$ cat src/rtl/uart_tx_block.sv
// UART-style serial transmitter: start bit, LSB-first data,
// optional even parity, one or two stop bits, valid/ready input.
module uart_tx_block #(
  parameter int DATA_BITS    = 8,
  parameter int CLKS_PER_BIT = 10,
  parameter int PARITY_EN    = 0,
  parameter int STOP_BITS    = 1
) (
  input  logic                 clk,
  input  logic                 n_rst,
  input  logic [DATA_BITS-1:0] tx_data,
  input  logic                 tx_valid,
  output logic                 tx_ready,
  output logic                 serial_out,
  output logic                 tx_done
);

  localparam int TW = $clog2(CLKS_PER_BIT);
  localparam int IW = $clog2(DATA_BITS + 1);
  localparam logic [TW-1:0] T_MAX = TW'(CLKS_PER_BIT - 1);
  localparam logic [IW-1:0] D_MAX = IW'(DATA_BITS - 1);
  localparam logic [IW-1:0] S_MAX = IW'(STOP_BITS - 1);

  typedef enum logic [2:0] {
    S_IDLE,
    S_START,
    S_DATA,
    S_PARITY,
    S_STOP
  } state_t;

  state_t                 r_state;
  state_t                 w_state;
  logic [TW-1:0]          r_tmr;
  logic [TW-1:0]          w_tmr;
  logic [IW-1:0]          r_idx;
  logic [IW-1:0]          w_idx;
  logic [DATA_BITS-1:0]   r_shift;
  logic [DATA_BITS-1:0]   w_shift;
  logic                   r_par;
  logic                   w_par;
  logic                   r_ser;
  logic                   w_ser;
  logic                   r_done;
  logic                   w_done;
  logic                   w_wrap;

  assign w_wrap     = (r_tmr == T_MAX);
  assign tx_ready   = (r_state == S_IDLE);
  assign serial_out = r_ser;
  assign tx_done    = r_done;

  always_ff @(posedge clk or negedge n_rst) begin
    if (!n_rst) begin
      r_state <= S_IDLE;
      r_tmr   <= '0;
      r_idx   <= '0;
      r_shift <= '1;
      r_par   <= 1'b0;
      r_ser   <= 1'b1;
      r_done  <= 1'b0;
    end else begin
      r_state <= w_state;
      r_tmr   <= w_tmr;
      r_idx   <= w_idx;
      r_shift <= w_shift;
      r_par   <= w_par;
      r_ser   <= w_ser;
      r_done  <= w_done;
    end
  end

  // Line value is computed for the next state so it is registered
  // and only moves on bit boundaries.
  always_comb begin
    w_state = r_state;
    w_idx   = r_idx;
    w_shift = r_shift;
    w_par   = r_par;
    w_ser   = r_ser;
    w_done  = 1'b0;
    w_tmr   = (r_state == S_IDLE || w_wrap) ? '0 : r_tmr + 1'b1;
    unique case (r_state)
      S_IDLE: begin
        w_ser = 1'b1;
        if (tx_valid) begin
          w_state = S_START;
          w_shift = tx_data;
          w_par   = ^tx_data;
          w_ser   = 1'b0;
          w_idx   = '0;
        end
      end
      S_START: begin
        if (w_wrap) begin
          w_state = S_DATA;
          w_ser   = r_shift[0];
        end
      end
      S_DATA: begin
        if (w_wrap) begin
          if (r_idx == D_MAX) begin
            w_idx = '0;
            if (PARITY_EN != 0) begin
              w_state = S_PARITY;
              w_ser   = r_par;
            end else begin
              w_state = S_STOP;
              w_ser   = 1'b1;
            end
          end else begin
            w_idx   = r_idx + 1'b1;
            w_shift = {1'b1, r_shift[DATA_BITS-1:1]};
            w_ser   = r_shift[1];
          end
        end
      end
      S_PARITY: begin
        if (w_wrap) begin
          w_state = S_STOP;
          w_ser   = 1'b1;
          w_idx   = '0;
        end
      end
      S_STOP: begin
        w_ser = 1'b1;
        if (w_wrap) begin
          if (r_idx == S_MAX) begin
            w_state = S_IDLE;
            w_done  = 1'b1;
            w_idx   = '0;
          end else begin
            w_idx = r_idx + 1'b1;
          end
        end
      end
      default: begin
        w_state = S_IDLE;
        w_ser   = 1'b1;
      end
    endcase
  end

endmodule

$ cat config.mk
export PLATFORM = sky130hd
export DESIGN_NAME = uart_tx_block
export DESIGN_NICKNAME = d
export VERILOG_FILES = /design/src/rtl/uart_tx_block.sv
export SDC_FILE = /design/constraint.sdc
export NUM_CORES = 1
export LEC_CHECK = 0
export CORE_MARGIN = 2
export CORE_UTILIZATION = 55
export DETAILED_ROUTE_END_ITERATION = 8
export DONT_BUFFER_PORTS = 1
export PLACE_DENSITY_LB_ADDON = 0.25
export SYNTH_ARGS = -nofsm -noshare
export SYNTH_HDL_FRONTEND = slang
export SYNTH_SLANG_ARGS = --single-unit
export TNS_END_PERCENT = 100
$ cat constraint.sdc
create_clock -name clk -period 1.93 [get_ports clk]
set_clock_uncertainty 0.15 [all_clocks]
set_input_delay 0.2895 -clock clk [delete_from_list [all_inputs] [get_ports clk]]
set_output_delay 0.2895 -clock clk [all_outputs]
set_load 0.01 [all_outputs]
# Yosys cells after proc, flatten, opt, wreduce, memory -nomap -nowiden

Index checks and enable logic that the tools add are counted.

Bits in registers: 21
Input port bits: 11

Add/subtract/negate cells: 2
Eq/ne operators: 14
Multiplexer cells: 29
Reduce and logical (&&, ||, !) cells: 9

Operators by type and width:

| cell                                                                   | count |
|---|---|
| 4-bit 2-to-1 mux                                                       | 7 |
| 8-bit 2-to-1 mux                                                       | 3 |
| 3-bit 2-to-1 mux                                                       | 7 |
| 2-bit inequality test (second input constant)                          | 8 |
| 4-bit one-hot mux with 4 select lines                                  | 1 |
| 8-bit one-hot mux with 2 select lines                                  | 1 |
| 3-bit one-hot mux with 5 select lines                                  | 1 |
| 4-bit by 1-bit adder with 4-bit output (second input constant)         | 2 |
| 1-bit 2-to-1 mux                                                       | 8 |
| 7-bit AND reduction                                                    | 1 |
| 3-bit by 2-bit equality test with 1-bit output (second input constant) | 2 |
| 5-bit AND reduction                                                    | 1 |
| 4-bit by 3-bit equality test with 1-bit output (second input constant) | 1 |
| 4-bit equality test (second input constant)                            | 1 |
| 4-bit logical NOT                                                      | 1 |
| 1-bit one-hot mux with 4 select lines                                  | 1 |
| 4-bit AND reduction                                                    | 1 |
| 4-bit nonzero test                                                     | 1 |
| 3-bit by 1-bit equality test with 1-bit output (second input constant) | 1 |
| 3-bit equality test (second input constant)                            | 1 |
| 3-bit logical NOT                                                      | 1 |
| 3-bit AND reduction                                                    | 1 |
| 2-bit nonzero test                                                     | 1 |
| 1-bit logical OR                                                       | 1 |

# Logic depth before layout (Yosys ltp)

Gate-level depths: netlist of the first run.

Word-level depth: 4
Depth in mapped cells: 7
Gate-level depth less buffers: 6

# Least setup slack after synthesis of the first run

No wires, ideal clock.

Path kind: register to register
Start: register r_idx[0]
End: register r_idx[3]
Data arrival time: 1.563 ns
Required time: 1.656 ns
Path slack: 0.093 ns
Cell stages (with the launch flop): 7
Path buffers: 0
Period minus slack after synthesis: 1.837 ns
Cell sequence: dfrtp_1 > inv_1 > ha_1 > or3b_4 > a32oi_1 > nor2_1 > a211o_1

Cells in the longest elaborated chain, start to end: 4

Ends and longest elaborated chain:

| item                                                                 | line     | source |
|---|---|---|
| start: declaration                                                   | 36       | `logic [IW-1:0] r_idx;` |
| start signal: assignment                                             | 65       | `r_idx <= w_idx;` |
| 4-bit by 1-bit adder with 4-bit output, or another cell as far along | 112, 133 |  |
| 4-bit 2-to-1 mux (on tied branches)                                  | 128, 102 |  |
| 4-bit 2-to-1 mux (on tied branches)                                  | 127, 101 |  |
| 4-bit one-hot mux with 4 select lines (*)                            | 83       | `unique case (r_state)` |

Every way passes the cells marked *; elsewhere a longest branch is shown, timed or not. The select of a mux whose other input is x is not followed.
A chain may end at the register's enable or synchronous reset.

# Worst setup path in the final report of the first run

Start: register r_idx[1]
End: register r_idx[3]

Same word-level chain as after synthesis.

==> results of run 1 <==
-- cell type report --
type / instances / area [µm²] / area share, %
multi-input cells: 81 / 608 / 45.5
repair buffers: 12 / 104 / 7.78
inverters: 7 / 26.3 / 1.97
flip-flops and latches: 21 / 537 / 40.2
clock buffers: 4 / 26.3 / 1.97
well taps: 27 / 33.8 / 2.53
-- metal layers --
layer,vias to the layer above,part of all wire (%)
met1,460,46
li1,430,-
met5,-,0
met2,23,49
met4,0,0.42
met3,2,4.7
-- power breakdown --
part	switching, mW	internal (mW)
clock network	0.139	0.0807
registers	0.163	0.677
logic	0.411	0.378
-- state kept, by name (all words and copies together), names as in the netlist --
register,count
tx_done,1
r_tmr,4
r_idx,4
serial_out,1
r_state,3
r_shift,8
-- per-stage QoR --
stage | util, % | worst slack [ns]
6_report | 67.4 | 0.0667
5_1_grt | 67.4 | -0.00991
4_1_cts | 65.8 | 0.0416
3_5_place_dp | 62.1 | 0.00298
3_3_place_gp | 62.1 | 0.0560
2_1_floorplan | - | 0.0934
-- cells by family (layout without fill, tap and decap cells) --
kind of cell	after synthesis	after routing	share of synthesized area [%]
adders and majority gates	4	4	4.28
buffers and inverters	12	23	4.49
muxes	8	8	7.27
and+or+nand+nor	32	32	17.3
DFF	21	21	45.9
AOI/OAI and AO/OA	35	35	19.3
xor gates and xnor gates	2	2	1.50
-- path summary, 6_finish.rpt --
| path | startpoint | end | slack [ns] |
|---|---|---|---|
| hold reg to reg | r_tmr[0] | r_tmr[0] | 0.37 |
| setup reg to reg | r_idx[1] | r_idx[3] | 0.07 |
| min in group asynchronous | n_rst | r_tmr[0] | 0.41 |
| setup / recovery | r_idx[1] | r_idx[3] | 0.07 |
| hold / removal | tx_data[6] | r_shift[6] | 0.009 |
| max in group asynchronous | n_rst | r_state[0] | 0.64 |
-- timing repair --
action | in CTS | in global routing
setup endpoints to repair | 1 | 9
hold buffers | 4 | 0
gates cloned | 0 | 0
gates resized for setup | 1 | 5
endpoints found under the hold margin | 23 | 0
buffers inserted | 0 | 1
-- placed cells by master, fill, tap and decap left out, drive strengths merged, types with 2 or more instances in the layout --
cell type / count
ha: 4
nand2b: 3
nor3b: 2
dfstp: 9
a31oi: 2
a21oi: 18
dlygate4sd3: 4
nand3b: 3
nor2: 11
inv: 7
o21ai: 6
dfrtp: 12
nand3: 4
and2: 2
buf: 8
clkbuf: 4
mux2i: 7
-- worst max-delay path, delay by kind of cell, from the launching register on --
kind	cells	cell delay, ns
buffers and inverters	1	0.08
adder cells (fa/ha/maj)	1	0.14
flip-flops	1	0.43
AND/OR/NAND/NOR	2	0.49
AO/OA/AOI/OAI	2	0.48
==> impl_metrics.env, run 1 <==
export IMPL_n_antenna_cell=0
export IMPL_routedWlPerCell_um=15.6
export IMPL_place_gp_congestion=0.800
export IMPL_grt_pass1_wl_um=3940
export IMPL_root_buffer="clkbuf_4"
export IMPL_slew_headroom_pct=36.1
export IMPL_syn_num_nets=129
export IMPL_met3_usage_pct=6.67
export IMPL_ys_flop_type="dfrtp_1"
export IMPL_grtUsageMet1_pct=28.2
export IMPL_fmax_mhz=537
export IMPL_overflow=0
export IMPL_clock_latency_ns=0.31
export IMPL_drive_gt1_share_pct=26.4
export IMPL_die_h_um=50.1
export IMPL_clkSinkCount=21
export IMPL_path_max_fanout=4
export IMPL_port_buffers=0
export IMPL_routed_via_density=6.02
export IMPL_fp_dieW_um=50.1
export IMPL_core_area_um2=1980
export IMPL_ant_nets=0
export IMPL_grt_max_degree=22
export IMPL_antenna_found_initial=0
export IMPL_ys_types=40
export IMPL_drt_pre_antenna_iters=4
export IMPL_max_cap_viol_count=0
export IMPL_ys_ff_latch=21
export IMPL_start_util_pct=59.0
export IMPL_ys_seq_area_share_pct=45.9
export IMPL_critPathLaunchType="flip-flop"
export IMPL_htree_num_levels=1
export IMPL_fp_dieArea_um2=2510
export IMPL_min_period_over_period_pct=96.5
export IMPL_synth_async_sr_flop_share_pct=100
export IMPL_power_mw=1.85
export IMPL_syn2layout_area_growth_pct=14.1
export IMPL_final_cell_count_no_fill=152
export IMPL_netlist_top_cells_count="a21oi_1, dfrtp_1, nor2_1"
export IMPL_first_global_vias=888
export IMPL_holdWs_ns=0.00856
export IMPL_synth_edf_count=0
export IMPL_io_pin_count=14
export IMPL_tightest_slew_ns=0.955
export IMPL_route_detailed_drc=0
export IMPL_nets=141
export IMPL_rr_worst_depth=6
export IMPL_grt_busiest_layer="met2"
export IMPL_setup_viol=0
export IMPL_worstSetupPathType="flip-flop to flip-flop"
export IMPL_vias=915
export IMPL_crit_chain="inv_1 -> ha_1 -> or3b_4 -> a32oi_4 -> nor2_1 -> a211o_1"
export IMPL_cp_end_kind="flip-flop"
export IMPL_drv_slew=0
export IMPL_syn_area_per_cell_um2=10.3
export IMPL_clk_path_buf_depth=2
export IMPL_final_cell_area_um2=1340
export IMPL_tns_ns=0
export IMPL_min_path_cells=2
export IMPL_fill_cells=150
export IMPL_post_place_cells=143
export IMPL_syn_area_um2=1170
export IMPL_hpwl_um=1640
export IMPL_fin_crit_ns=1.86
export IMPL_required_ns=1.99
export IMPL_yosys_top_cells_area="dfrtp_1, dfstp_2, a21oi_1"
export IMPL_arrival_ns=1.92
export IMPL_rows=16
export IMPL_globalRouteMet2Util_pct=33.8
export IMPL_cts_tree="built"
export IMPL_p_per_area_nw_per_um2=1390
export IMPL_cts_made_buffers=3
export IMPL_placed_area_um2=1230
export IMPL_grt_util_all_layers_pct=21.0
export IMPL_synth_top_area_share_pct=25.7
export IMPL_yosysTopAreaCell="dfrtp_1"
export IMPL_ir_worst_vdd_mv=0.961
export IMPL_drtIter0Drc=37
export IMPL_status="finished clean"
export IMPL_leakagePower_nw=0.572
export IMPL_yosysWarnings=0
export IMPL_hold_viol=0
export IMPL_cpMaxStageDelayCell="dfrtp_1"
export IMPL_clkTransAtPathRegs_ns=0.12
export IMPL_yosysMostFrequentCell="a21oi_1"
export IMPL_synth_cells=114
export IMPL_cpPeakStageDelay_ns=0.43
export IMPL_drt_wl_total_um=2380
export IMPL_hold_path_class="input pin to flip-flop"
Note: power is estimated with default switching activity, not from simulation.
==> inputs of run 2 (changes only) <==
==> constraint.sdc (replaced) <==
create_clock -name clk -period 2.2 [get_ports clk]
set_clock_uncertainty 0.15 [all_clocks]
set_input_delay 0.33 -clock clk [delete_from_list [all_inputs] [get_ports clk]]
set_output_delay 0.33 -clock clk [all_outputs]
set_load 0.01 [all_outputs]
==> impl_metrics.env, run 2 (same netlist as run 1, synthesis figures left out) <==
export IMPL_cpLargestDelayFamily="compound AO/OA/AOI/OAI gates"
export IMPL_drv_slew=0
export IMPL_hold_viol=0
export IMPL_p_per_area_nw_per_um2=1210
export IMPL_leakagePower_nw=0.542
export IMPL_cpPeakStageDelay_ns=0.45
export IMPL_tightest_slew_ns=0.937
export IMPL_fin_crit_ns=2.06
export IMPL_worstSetupPathType="flip-flop to flip-flop"
export IMPL_hold_path_class="input pin to flip-flop"
export IMPL_final_cell_count_no_fill=146
export IMPL_status="finished clean"
export IMPL_routed_via_density=5.97
export IMPL_ant_nets=0
export IMPL_reg_top3="r_shift: 8 flops, r_idx: 4 flops, r_tmr: 4 flops"
export IMPL_grt_util_all_layers_pct=19.9
export IMPL_cts_tree="built"
export IMPL_final_util_pct=63.4
export IMPL_port_buffers=0
export IMPL_multi_input_area_um2=581
export IMPL_post_place_cells=139
export IMPL_overflow=0
export IMPL_cts_made_buffers=3
export IMPL_clkSinkCount=21
export IMPL_route_detailed_drc=0
export IMPL_drtIter0Drc=38
export IMPL_drt_wl_total_um=2200
export IMPL_grt_busiest_layer="met2"
export IMPL_first_global_vias=884
export IMPL_cp_end_kind="flip-flop"
export IMPL_htree_num_levels=1
export IMPL_setup_viol=0
export IMPL_largest_reg_flops=8
export IMPL_grtUsageMet1_pct=28.7
export IMPL_fp_dieW_um=50.1
export IMPL_cts_resized=0
export IMPL_critPathLaunchType="flip-flop"
export IMPL_grt_pass1_wl_um=3800
export IMPL_crit_chain="inv_1 -> ha_1 -> or3b_4 -> a32oi_1 -> nor2_1 -> a211o_1"
export IMPL_clk_path_buf_depth=2
export IMPL_final_common_cell="a21oi_1"
export IMPL_globalRouteMet2Util_pct=29.6
export IMPL_routedWlPerCell_um=15.1
export IMPL_nets=135
export IMPL_rows=16
export IMPL_final_cell_mix="a21oi_1, dfrtp_1, nor2_1"
export IMPL_clock_latency_ns=0.30
export IMPL_power_mw=1.52
export IMPL_n_antenna_cell=0
export IMPL_tns_ns=0
export IMPL_grt_setup_unrepaired="no"
export IMPL_place_gp_congestion=0.886
export IMPL_hpwl_um=1580
export IMPL_cpMaxStageDelayCell="dfrtp_1"
export IMPL_fp_dieArea_um2=2510
export IMPL_fmax_mhz=485
export IMPL_fill_cells=162
export IMPL_min_period_over_period_pct=93.8
export IMPL_required_ns=2.25
export IMPL_clkTransAtPathRegs_ns=0.11
export IMPL_path_buf_inv=1
export IMPL_core_area_um2=1980
export IMPL_grt_max_degree=22
export IMPL_root_buffer="clkbuf_4"
export IMPL_arrival_ns=2.11
export IMPL_drive_gt1_share_pct=20.2
export IMPL_ir_worst_vdd_mv=0.683
export IMPL_io_pin_count=14
export IMPL_max_cap_viol_count=0
export IMPL_drt_pre_antenna_iters=4
export IMPL_start_util_pct=59.0
export IMPL_met3_usage_pct=3.03
export IMPL_antenna_found_initial=0
export IMPL_regMostFlops="r_shift"
export IMPL_vias=872
export IMPL_regArea_um2=537
export IMPL_die_h_um=50.1
export IMPL_syn2layout_area_growth_pct=7.38
export IMPL_path_max_fanout=5
export IMPL_slew_headroom_pct=37.3
==> run 2: power breakdown <==
group	switching (mW)	internal, mW	total [mW]	leakage [nW]
logic	0.306	0.280	0.586	0.275
registers	0.160	0.594	0.754	0.251
clock network	0.110	0.0707	0.181	0.0150
==> run 2: timing repair <==
item,4_1_cts,5_1_grt
hold endpoints to repair,22,0
buffers inserted,0,0
hold buffers,3,0
==> run 2: path summary, 6_finish.rpt <==
path                                    to  slack (ns)       start  cells after the start
worst max-delay path              r_idx[3]        0.14    r_idx[0]                      6
worst min-delay path            r_shift[3]        0.06  tx_data[3]                      2
worst max register to register    r_idx[3]        0.14    r_idx[0]                      6
worst min register to register    r_tmr[0]        0.37    r_tmr[0]                      1
max in group asynchronous       r_state[1]        0.88       n_rst                      1
min in group asynchronous         r_tmr[2]        0.46       n_rst                      1
==> run 2: final cells by class <==
class,instances,share of cell area (%)
clock buffer,4,2.09
tap,27,2.69
inverter,7,2.09
multi-input combinational,81,46.2
sequential,21,42.7
timing repair buffer,6,4.18
==> run 2: layer usage <==
layer,part of all wire (%),routed length [µm]
met3,5.6,124
met5,0,0
met1,47,1020
met2,46,1010
met4,2.0,44
==> run 2: stage by stage <==
step	hold WS, ns	instance area (µm²)	setup slack (ns)
2_1_floorplan	-0.116	1170	0.363
3_3_place_gp	-0.115	1200	0.218
3_5_place_dp	-0.115	1200	0.204
4_1_cts	0.0518	1260	0.166
5_1_grt	0.0743	1260	0.0769
6_report	0.0595	1260	0.137
